--- config.mk ---
export PLATFORM = sky130hd
export DESIGN_NAME = spi_slave_gen_flat
export DESIGN_NICKNAME = d
export VERILOG_FILES = /design/src/rtl/spi_slave_gen_if.sv /design/src/rtl/spi_slave_gen.sv /design/src/flat_wrapper.sv
export SDC_FILE = /design/constraint.sdc
export NUM_CORES = 1
export LEC_CHECK = 0
export BUFFER_PORTS_ARGS = -buffer_cell sky130_fd_sc_hd__buf_2
export CAP_MARGIN = 20
export CORE_ASPECT_RATIO = 1.5
export CORE_MARGIN = 8
export CORE_UTILIZATION = 29
export DETAILED_ROUTE_END_ITERATION = 7
export PLACE_DENSITY = 0.52
export SETUP_SLACK_MARGIN = 0.4
export SLEW_MARGIN = 25
export SYNTH_ARGS = -nofsm -noshare
export SYNTH_HDL_FRONTEND = slang
export SYNTH_SLANG_ARGS = --single-unit
export TNS_END_PERCENT = 1
--- constraint.sdc ---
create_clock -name clk -period 1.7 [get_ports clk]
set_clock_uncertainty 0.05 [all_clocks]
set_input_delay 0.17 -clock clk [delete_from_list [all_inputs] [get_ports clk]]
set_output_delay 0.17 -clock clk [all_outputs]
set_load 0.01 [all_outputs]
--- src/rtl/spi_slave_gen_if.sv ---
// SPI slave bus: serial pins (ss_n/mosi/miso) plus the parallel rx/tx side.
interface spi_slave_gen_if #(
  parameter int DATA_WIDTH = 8
);
  localparam int RX_W = DATA_WIDTH + 2;

  logic                  ss_n;
  logic                  mosi;
  logic [DATA_WIDTH-1:0] tx_data;
  logic                  tx_valid;
  logic                  miso;
  logic [RX_W-1:0]       rx_data;
  logic                  rx_valid;
  logic                  frame_err;

  modport slave (
    input  ss_n, mosi, tx_data, tx_valid,
    output miso, rx_data, rx_valid, frame_err
  );

  modport master (
    output ss_n, mosi, tx_data, tx_valid,
    input  miso, rx_data, rx_valid, frame_err
  );
endinterface

--- src/rtl/spi_slave_gen.sv ---
// SPI slave: 2-bit command + payload frames on ss_n/mosi, read-data payload returned on miso.
// Define SPI_FRAME_ERR_EN to build the aborted-frame detector driving frame_err.
module spi_slave_gen #(
  parameter int DATA_WIDTH = 8,
  parameter int MSB_FIRST  = 1
) (
  input  logic           clk,
  input  logic           rst_n,
  spi_slave_gen_if.slave bus_if,
  output logic [2:0]     state_o
);
  localparam int RX_W  = DATA_WIDTH + 2;
  localparam int CNT_W = $clog2(RX_W + 1);
  localparam int IDX_W = $clog2(RX_W);

  typedef enum logic [2:0] {
    IDLE, CHK_CMD, WRITE, READ, TX_WAIT, TX_SHIFT, DONE
  } state_e;

  state_e                state_q, state_d;
  logic [CNT_W-1:0]      cnt_q, cnt_d;
  logic [RX_W-1:0]       rx_sh_q, rx_sh_d;
  logic [RX_W-1:0]       rx_data_q, rx_data_d;
  logic                  rx_valid_q, rx_valid_d;
  logic [DATA_WIDTH-1:0] tx_sh_q, tx_sh_d;
  logic                  miso_q, miso_d;

  logic [IDX_W-1:0]      bit_pos;
  logic [RX_W-1:0]       rx_shifted;
  logic                  cmd_lsb;
  logic                  tx_first_bit, tx_next_bit;
  logic [DATA_WIDTH-1:0] tx_load_rest, tx_sh_adv;

  // Bit order only changes where a bit lands / which tx bit goes next.
  generate
    if (MSB_FIRST != 0) begin : g_msb
      assign bit_pos      = IDX_W'(RX_W - 1) - IDX_W'(cnt_q);
      assign cmd_lsb      = rx_shifted[RX_W-2];
      assign tx_first_bit = bus_if.tx_data[DATA_WIDTH-1];
      assign tx_load_rest = {bus_if.tx_data[DATA_WIDTH-2:0], 1'b0};
      assign tx_next_bit  = tx_sh_q[DATA_WIDTH-1];
      assign tx_sh_adv    = {tx_sh_q[DATA_WIDTH-2:0], 1'b0};
    end else begin : g_lsb
      assign bit_pos      = IDX_W'(cnt_q);
      assign cmd_lsb      = rx_shifted[1];
      assign tx_first_bit = bus_if.tx_data[0];
      assign tx_load_rest = {1'b0, bus_if.tx_data[DATA_WIDTH-1:1]};
      assign tx_next_bit  = tx_sh_q[0];
      assign tx_sh_adv    = {1'b0, tx_sh_q[DATA_WIDTH-1:1]};
    end
  endgenerate

  always_comb begin
    rx_shifted          = rx_sh_q;
    rx_shifted[bit_pos] = bus_if.mosi;
  end

  // tx handshake: tx_valid has no ready; it is accepted only in TX_WAIT, on the
  // cycle it is high, and tx_data is captured on that same edge.
  always_comb begin
    state_d    = state_q;
    cnt_d      = cnt_q;
    rx_sh_d    = rx_sh_q;
    rx_data_d  = rx_data_q;
    rx_valid_d = 1'b0;
    tx_sh_d    = tx_sh_q;
    miso_d     = 1'b0;
    case (state_q)
      IDLE: begin
        cnt_d = '0;
        if (!bus_if.ss_n) state_d = CHK_CMD;
      end
      CHK_CMD: begin
        rx_sh_d = rx_shifted;
        cnt_d   = CNT_W'(1);
        state_d = bus_if.mosi ? READ : WRITE;
      end
      WRITE, READ: begin
        rx_sh_d = rx_shifted;
        cnt_d   = cnt_q + 1'b1;
        if (cnt_q == CNT_W'(RX_W - 1)) begin
          rx_data_d  = rx_shifted;
          rx_valid_d = 1'b1;
          cnt_d      = '0;
          state_d    = (state_q == READ && cmd_lsb) ? TX_WAIT : DONE;
        end
      end
      TX_WAIT: begin
        if (bus_if.tx_valid) begin
          tx_sh_d = tx_load_rest;
          miso_d  = tx_first_bit;
          cnt_d   = CNT_W'(1);
          state_d = TX_SHIFT;
        end
      end
      TX_SHIFT: begin
        if (cnt_q == CNT_W'(DATA_WIDTH)) begin
          cnt_d   = '0;
          state_d = DONE;
        end else begin
          miso_d  = tx_next_bit;
          tx_sh_d = tx_sh_adv;
          cnt_d   = cnt_q + 1'b1;
        end
      end
      DONE:    state_d = DONE;
      default: state_d = IDLE;
    endcase
    // Deselect wins over frame completion and tx_valid in the same cycle.
    if (bus_if.ss_n) begin
      state_d    = IDLE;
      cnt_d      = '0;
      miso_d     = 1'b0;
      rx_valid_d = 1'b0;
      rx_data_d  = rx_data_q;
    end
  end

  always_ff @(posedge clk) begin
    if (!rst_n) begin
      state_q    <= IDLE;
      cnt_q      <= '0;
      rx_sh_q    <= '0;
      rx_data_q  <= '0;
      rx_valid_q <= 1'b0;
      tx_sh_q    <= '0;
      miso_q     <= 1'b0;
    end else begin
      state_q    <= state_d;
      cnt_q      <= cnt_d;
      rx_sh_q    <= rx_sh_d;
      rx_data_q  <= rx_data_d;
      rx_valid_q <= rx_valid_d;
      tx_sh_q    <= tx_sh_d;
      miso_q     <= miso_d;
    end
  end

`ifdef SPI_FRAME_ERR_EN
  logic frame_err_q, frame_err_d;

  always_comb begin
    frame_err_d = bus_if.ss_n &&
                  (state_q inside {CHK_CMD, WRITE, READ, TX_WAIT, TX_SHIFT});
  end

  always_ff @(posedge clk) begin
    if (!rst_n) frame_err_q <= 1'b0;
    else        frame_err_q <= frame_err_d;
  end

  assign bus_if.frame_err = frame_err_q;
`else
  assign bus_if.frame_err = 1'b0;
`endif

  assign bus_if.miso     = miso_q;
  assign bus_if.rx_data  = rx_data_q;
  assign bus_if.rx_valid = rx_valid_q;
  assign state_o         = state_q;
endmodule

--- src/flat_wrapper.sv ---
// flat-port wrapper written by rule: the top's interface ports become plain ports
module spi_slave_gen_flat 
#(
  parameter int DATA_WIDTH = 8,
  parameter int MSB_FIRST  = 1
)
  (clk, rst_n, state_o, bus_if_ss_n, bus_if_mosi, bus_if_tx_data, bus_if_tx_valid, bus_if_miso, bus_if_rx_data, bus_if_rx_valid, bus_if_frame_err);
  spi_slave_gen_if #(.DATA_WIDTH(DATA_WIDTH)) bus_if_i ();
  input  logic clk;
  input  logic rst_n;
  output logic [2:0] state_o;
  input wire logic [$bits(bus_if_i.ss_n)-1:0] bus_if_ss_n;
  input wire logic [$bits(bus_if_i.mosi)-1:0] bus_if_mosi;
  input wire logic [$bits(bus_if_i.tx_data)-1:0] bus_if_tx_data;
  input wire logic [$bits(bus_if_i.tx_valid)-1:0] bus_if_tx_valid;
  output wire logic [$bits(bus_if_i.miso)-1:0] bus_if_miso;
  output wire logic [$bits(bus_if_i.rx_data)-1:0] bus_if_rx_data;
  output wire logic [$bits(bus_if_i.rx_valid)-1:0] bus_if_rx_valid;
  output wire logic [$bits(bus_if_i.frame_err)-1:0] bus_if_frame_err;
  assign bus_if_i.ss_n = bus_if_ss_n;
  assign bus_if_i.mosi = bus_if_mosi;
  assign bus_if_i.tx_data = bus_if_tx_data;
  assign bus_if_i.tx_valid = bus_if_tx_valid;
  assign bus_if_miso = bus_if_i.miso;
  assign bus_if_rx_data = bus_if_i.rx_data;
  assign bus_if_rx_valid = bus_if_i.rx_valid;
  assign bus_if_frame_err = bus_if_i.frame_err;
  spi_slave_gen #(.DATA_WIDTH(DATA_WIDTH), .MSB_FIRST(MSB_FIRST)) u_core (.clk(clk), .rst_n(rst_n), .bus_if(bus_if_i), .state_o(state_o));
endmodule
==> results of run 1 <==
[state kept, by name (all words and copies together), names as in the netlist]
signal / flops
u_core.cnt_q: 4
u_core.tx_sh_q: 7
u_core.bus_if.rx_valid: 1
u_core.state_o: 3
u_core.rx_sh_q: 10
u_core.bus_if.rx_data: 10
u_core.bus_if.miso: 1
[through the flow]
step | util | hold slack [ps] | cells | setup slack [ps] | power, mW
4_1_cts | 0.376 | 161 | 318 | 111 | 1.79
5_1_grt | 0.378 | 187 | 318 | 53.2 | 1.83
3_3_place_gp | 0.345 | 396 | 306 | 109 | 1.02
2_1_floorplan | - | 368 | 205 | 114 | 0.968
3_5_place_dp | 0.345 | 403 | 306 | 76.0 | 1.02
6_report | 0.378 | 174 | 318 | 133 | 1.76
[path summary, 6_finish.rpt]
kind | start | to | slack [ps]
max | u_core.cnt_q[0] | u_core.state_o[1] | 130
min | rst_n | u_core.bus_if.rx_data[5] | 170
min reg2reg | u_core.rx_sh_q[2] | u_core.rx_sh_q[2] | 410
max reg2reg | u_core.cnt_q[0] | u_core.state_o[1] | 130
[kinds of logic (layout without fill, tap and decap cells)]
logic type,count (synthesis),count (layout),synth area share
simple gates,63,63,0.173
compound gates,54,54,0.199
flops,36,36,0.388
mux,22,22,0.119
buf+inv,20,59,0.0613
fa+ha+maj,6,6,0.0404
xor+xnor,3,3,0.0182
other cells,1,1,0.00202
[layer usage]
metal | wire (µm) | vias up | global-route usage
met5 | 0 | - | 0
li1 | - | 793 | -
met4 | 112 | 0 | 0.0563
met2 | 2210 | 46 | 0.170
met3 | 239 | 11 | 0.0197
met1 | 1990 | 735 | 0.118
[synth_stat cells (2+ instances only)]
cell	instances	area [µm²]
a21oi_1	17	85.1
buf_2	4	20.0
inv_1	4	15.0
o21ai_0	11	55.1
a22oi_1	2	15.0
nand2b_1	5	31.3
o21ai_1	6	30.0
nor2_1	10	37.5
o211a_1	6	60.1
nand3b_1	4	30.0
nor3b_1	3	22.5
buf_4	3	22.5
dfxtp_1	36	721
nand3_1	4	20.0
mux2i_1	22	220
ha_1	6	75.1
clkbuf_1	6	22.5
and3_1	2	12.5
buf_6	3	33.8
nand2_1	26	97.6
a31oi_1	2	12.5
[worst min-delay path, cell delays in order]
cell	delay, ps
buf_2	170
o21ai_0	90
a21oi_1	40
[power groups by stage]
stage               registers (mW)  clock network, mW  logic (mW)
floorplan                    0.883                  0      0.0845
global placement             0.884                  0       0.133
detailed placement           0.884                  0       0.134
CTS                          0.863              0.783       0.139
global route                 0.866              0.811       0.155
finish                       0.863              0.756       0.142
[area by class of cell]
class                      count  area [µm²]
inverter                       4        20.0
clock inverter                 2        35.0
tap                           74        92.6
clock buffer                   6        72.6
sequential                    36         728
multi-input combinational    149        1090
timing repair buffer          47         290
fill                         632        3840
[what timing repair did]
item	4_1_cts	5_1_grt
gates resized for setup	11	2
cloned	1	0
pin swaps	2	1
hold buffers	0	0
endpoints found under the hold margin	0	0
endpoints found under the setup margin	35	36
buffers inserted	3	0
==> results.md, run 1 <==
* Status: finished clean
* Critical Path AT at 1680 ps
* Post-DP Area at 2130 µm²
* Hold Vio Cnt, Final at 0
* Vias in the first global route at roughly 1600
* Yosys warns at 0
* Max incr delay on CP at 390 ps
* Most frequent cells in the layout: dfxtp_1 (32), buf_2 (28), nand2_1 (26), mux2i_1 (22)
* Most common cell after layout, fill and taps aside: dfxtp_1
* Flop pwr share at 0.490
* Sw Pwr at 0.411 mW
* Max VDD drop at ~0.42 mV
* Clock Power Share at 0.429
* Syn_nets at 224
* DR vias/cell at approximately 5.0
* Slew Viols, Final at 0
* WL final at 4.55 mm
* Post-Syn Area per Cell at approximately 9.1 µm²
* Setup crit start kind: register
* Ports at 29
* Crit path max-delay cell type: or3b_1
* Internal power at 1.35 mW
* Die area at about 9300 µm²
* Fin crit period at 1570 ps
* NumNets Final at 262
* Sum Neg Setup Slack at 0 ps
* Row count at 35
* Pin count of the biggest net entering global routing at 22
* Hold Crit Depth at 3
* CTS sink cnt at 36
* CTS tree: done
* Design area at approximately 2300 µm²
* Crit Path Category: register to register
* Routed wire length per instance at 14.3 µm
* Setup violators final at 0
* DR pass1 iterations at 4
* Worst R2R Path Depth at 6
* Antenna violations before repair at 0
* CP delay by family, top: simple AND/OR/NAND/NOR gates
* Netlist cell types at 44
* Iter 0 DRT Violations at 95
* DIE WIDTH at slightly above 80 µm
* Area grow syn2layout at 25.6%
* Core area at 6170 µm²
* Fmax at roughly 0.64 GHz
* Period utilization at 0.922
* RSZ-0062 raised after global routing: yes
* Flop and latch count out of synthesis at 36
* Pleak at roughly 1.1 nW
* Total Routing Usage GR at 0.103
* Net Sw Frac at 0.234
* Commonest register cell after synthesis: dfxtp_1
* Logic pwr share at 0.080
* Number of synthesized flops with an enable pin at 0
* WP data required at roughly 1800 ps
* Via count at 1585
* First-pass GRT wire length at around 7.6 mm
* CTS Buf Count at 5
* Clk root buf: clkbuf_8
* DRC Markers at 0
* Clock tree buffer depth at 2
* Clk_lat worst skew at 300 ps
* Seq/Total Area, Yosys at 0.388
* Antenna cell count at 0
* Fraction of registers with async set/reset at 0
* Initial Util at 0.301
* PortBufs at 27
* Critical path fanouts, max at 4
* Syn Inst Count at ~210
* Routability cong. at 0.783
* Maximum capacitance violations at 0
* Reg clk slew, reported paths at 80 ps
* Dpl hpwl at approximately 3.2 mm
* Post-Syn Area at about 1900 µm²
* CP cell instances: buf_4, ha_1, nand2b_4, or3b_1, nand3b_1, a21oi_1
* Post-route ant nets at 0
* Nature of the critical path endpoint: register
* PD cells at 755 nW/µm²
* Chip height at 114 µm
* CP Buf/Inv Count at 1
* Grt ovf at 0
* WP depth at 6
* CTS H-tree lvls at 2
* Share of cells above drive strength 1 at 0.316
* Worst Hold Class: primary input to register
Power figures use the tool's default switching activity.
==> run 2, diff against run 1 <==
--- a/config.mk
+++ b/config.mk
@@ -11,7 +11,6 @@
 export CORE_MARGIN = 8
 export CORE_UTILIZATION = 29
 export DETAILED_ROUTE_END_ITERATION = 7
-export PLACE_DENSITY = 0.52
 export SETUP_SLACK_MARGIN = 0.4
 export SLEW_MARGIN = 25
 export SYNTH_ARGS = -nofsm -noshare
==> run 2 against run 1 <==
- global-route usage decreased by 0.55 points
- count of clock-buffer cells in the layout decreased by 1
- critical endpoint is now u_core.bus_if.rx_data[7]
- core utilization increased by 0.36 points
- wire length about the same
- setup slack got worse by 19 ps
- combinational power decreased by 4%
- clock power decreased by 20%
- highest routed layer unchanged
- worst hold slack got worse by 1.2 ps
- first-iteration DRC count decreased by 6.3%
- largest cell class unchanged
- sequential share of layout area decreased by 0.19 points
- total power decreased by 8.7%
- critical path depth increased by 1
- largest power group unchanged
==> results.md, run 2 (synthesis results as in run 1) <==
* Status: finished clean
* WP data required at 1870 ps (+60 ps)
* WL final at 4.55 mm (about the same)
* CTS tree: done
* DR vias/cell at 4.85 (-2.7%)
* CTS Buf Count at 5 (unchanged)
* CTS H-tree lvls at 2 (unchanged)
* Die area at 9280 µm² (unchanged)
* Total Power at 1.61 mW (-8.7%)
* Worst R2R Path Depth at 7 (+1)
* Period utilization at 0.933 (+0.0109)
* Fmax at 0.631 GHz (-1.2%)
* Maximum capacitance violations at 0 (unchanged)
* Dpl hpwl at 3.12 mm (-1.5%)
* DR pass1 iterations at 4 (unchanged)
* Vias in the first global route at 1545 (-3.5%)
* Max VDD drop at 0.417 mV (-1.5%)
* Critical Path AT at 1760 ps (+80 ps)
* Max incr delay on CP at 370 ps (-20 ps)
* CP cell instances: inv_4, ha_4, nand2_4, nor4_4, buf_4, o21ai_1, a21oi_1
* CP Buf/Inv Count at 2 (+1)
* Critical path fanouts, max at 5 (+1)
* Total Routing Usage GR at 0.0972 (-0.00551)
* Slew Viols, Final at 0 (unchanged)
* NumNets Final at 264 (+0.76%)
* Row count at 35 (unchanged)
* Pin count of the biggest net entering global routing at 22 (unchanged)
* R2r endpoint: u_core.bus_if.rx_data[7]
* Fin crit period at 1590 ps (+18.5 ps)
* Iter 0 DRT Violations at 89 (-6.3%)
* Via count at 1552 (-2.1%)
* CP delay by family, top: simple AND/OR/NAND/NOR gates
* First-pass GRT wire length at 7.20 mm (-5.0%)
* R2R setup slack at 110 ps (-20 ps)
* Crit path max-delay cell type: nor4_4
* Final core utilization at 0.382 (+0.00365)
* HP Start: bus_if_tx_data[4]
* Worst Hold Class: primary input to register
* Routed wire length per instance at 14.2 µm (-0.54%)
* Antenna cell count at 0 (unchanged)
* Setup violators final at 0 (unchanged)
* Core area at 6170 µm² (unchanged)
* DRC Markers at 0 (unchanged)
* Clock tree buffer depth at 2 (unchanged)
* Initial Util at 0.301 (unchanged)
* FF-to-FF Start: u_core.cnt_q[1]
* Crit. Startpoint: u_core.cnt_q[1]
* Chip height at 114 µm (unchanged)
* End of the critical path: u_core.bus_if.rx_data[7]
* Clk root buf: clkbuf_8
* DIE WIDTH at 81.4 µm (unchanged)
* Most common cell after layout, fill and taps aside: dfxtp_1
* Crit Path Category: register to register
* Reg clk slew, reported paths at 70 ps (about the same)
* Share of cells above drive strength 1 at 0.341 (+0.0259)
* RSZ-0062 raised after global routing: yes
* Grt ovf at 0 (unchanged)
* PD cells at 682 nW/µm² (-9.6%)
* Ports at 29 (unchanged)
* Setup crit start kind: register
* Most frequent cells in the layout: dfxtp_1 (32), buf_2 (28), nand2_1 (25), mux2i_1 (22), buf_4 (19)
* WP depth at 7 (+1)
* Hold Vio Cnt, Final at 0 (unchanged)
* CTS sink cnt at 36 (unchanged)
* Antenna violations before repair at 0 (unchanged)
* Hold Buf Count CTS at 0 (unchanged)
* Pleak at 1.09 nW (+0.30%)
* Post-route ant nets at 0 (unchanged)
* Routability cong. at 0.786 (+0.32%)
* Clk_lat worst skew at 290 ps (about the same)
* Nature of the critical path endpoint: register
* PortBufs at 27 (unchanged)
* Filler cells at 618 (-2.2%)
* Area grow syn2layout at 26.8%
## run 2: cell count changes in the layout (fill, tap and decap cells not counted), sizes merged
cell | previous run | this run
clkbuf | 6 | 5
bufinv | 1 | 0
clkinv | 1 | 3
buf | 47 | 49
## run 2: how the worst min path moves through the flow
stage,end,slack [ps],cells past startpoint
6_report,u_core.tx_sh_q[5],170,4
3_3_place_gp,u_core.rx_sh_q[9],400,2
4_1_cts,u_core.tx_sh_q[5],170,4
2_1_floorplan,u_core.bus_if.rx_data[5],370,3
3_5_place_dp,u_core.rx_sh_q[3],410,2
5_1_grt,u_core.tx_sh_q[5],190,4
## run 2: layout make-up
type,instances,area [µm²],area share
Multi-Input combinational cell,149,1120,0.475
Sequential cell,36,731,0.310
Timing Repair Buffer,49,305,0.130
Tap cell,74,92.6,0.0393
Clock buffer,5,68.8,0.0292
Inverter,4,20.0,0.00850
Clock inverter,3,18.8,0.00797
## run 2: tightest hold or removal path: stages
cell and delay [ps]:
buf_2 80, mux2i_1 50, nand2_1 60, o211a_1 130
## run 2: report_power, final
part	internal [mW]	leakage [nW]	switching, mW
clock	0.285	0.0479	0.322
combinational	0.0597	0.744	0.0777
sequential	0.853	0.294	0.0102
total	1.20	1.09	0.410
## run 2: metrics by stage
stage	setup TNS, ps	area (µm²)	worst slack, ps	hold slack [ps]	std cells
after detailed placement	-14.3	2120	-14.3	409	304
after global placement	0	2120	0.743	395	304
after floorplan	0	1890	114	368	205
final	0	2360	114	173	320
after CTS	0	2300	130	171	317
after global routing	0	2360	26.0	188	320
## run 2: repair_timing
item,CTS,global route
pin swaps,3,2
endpoints found under the setup margin,35,36
setup buffers,4,1
resized for setup,13,13
cloned,1,2
## run 2: layer usage
metal,routed length (µm),vias up,global-route usage,share of wire
met2,2230,26,0.156,0.49
met1,2020,720,0.113,0.44
met5,0,-,0,0
met3,218,7,0.0252,0.048
li1,-,799,-,-
met4,86,0,0.0527,0.019
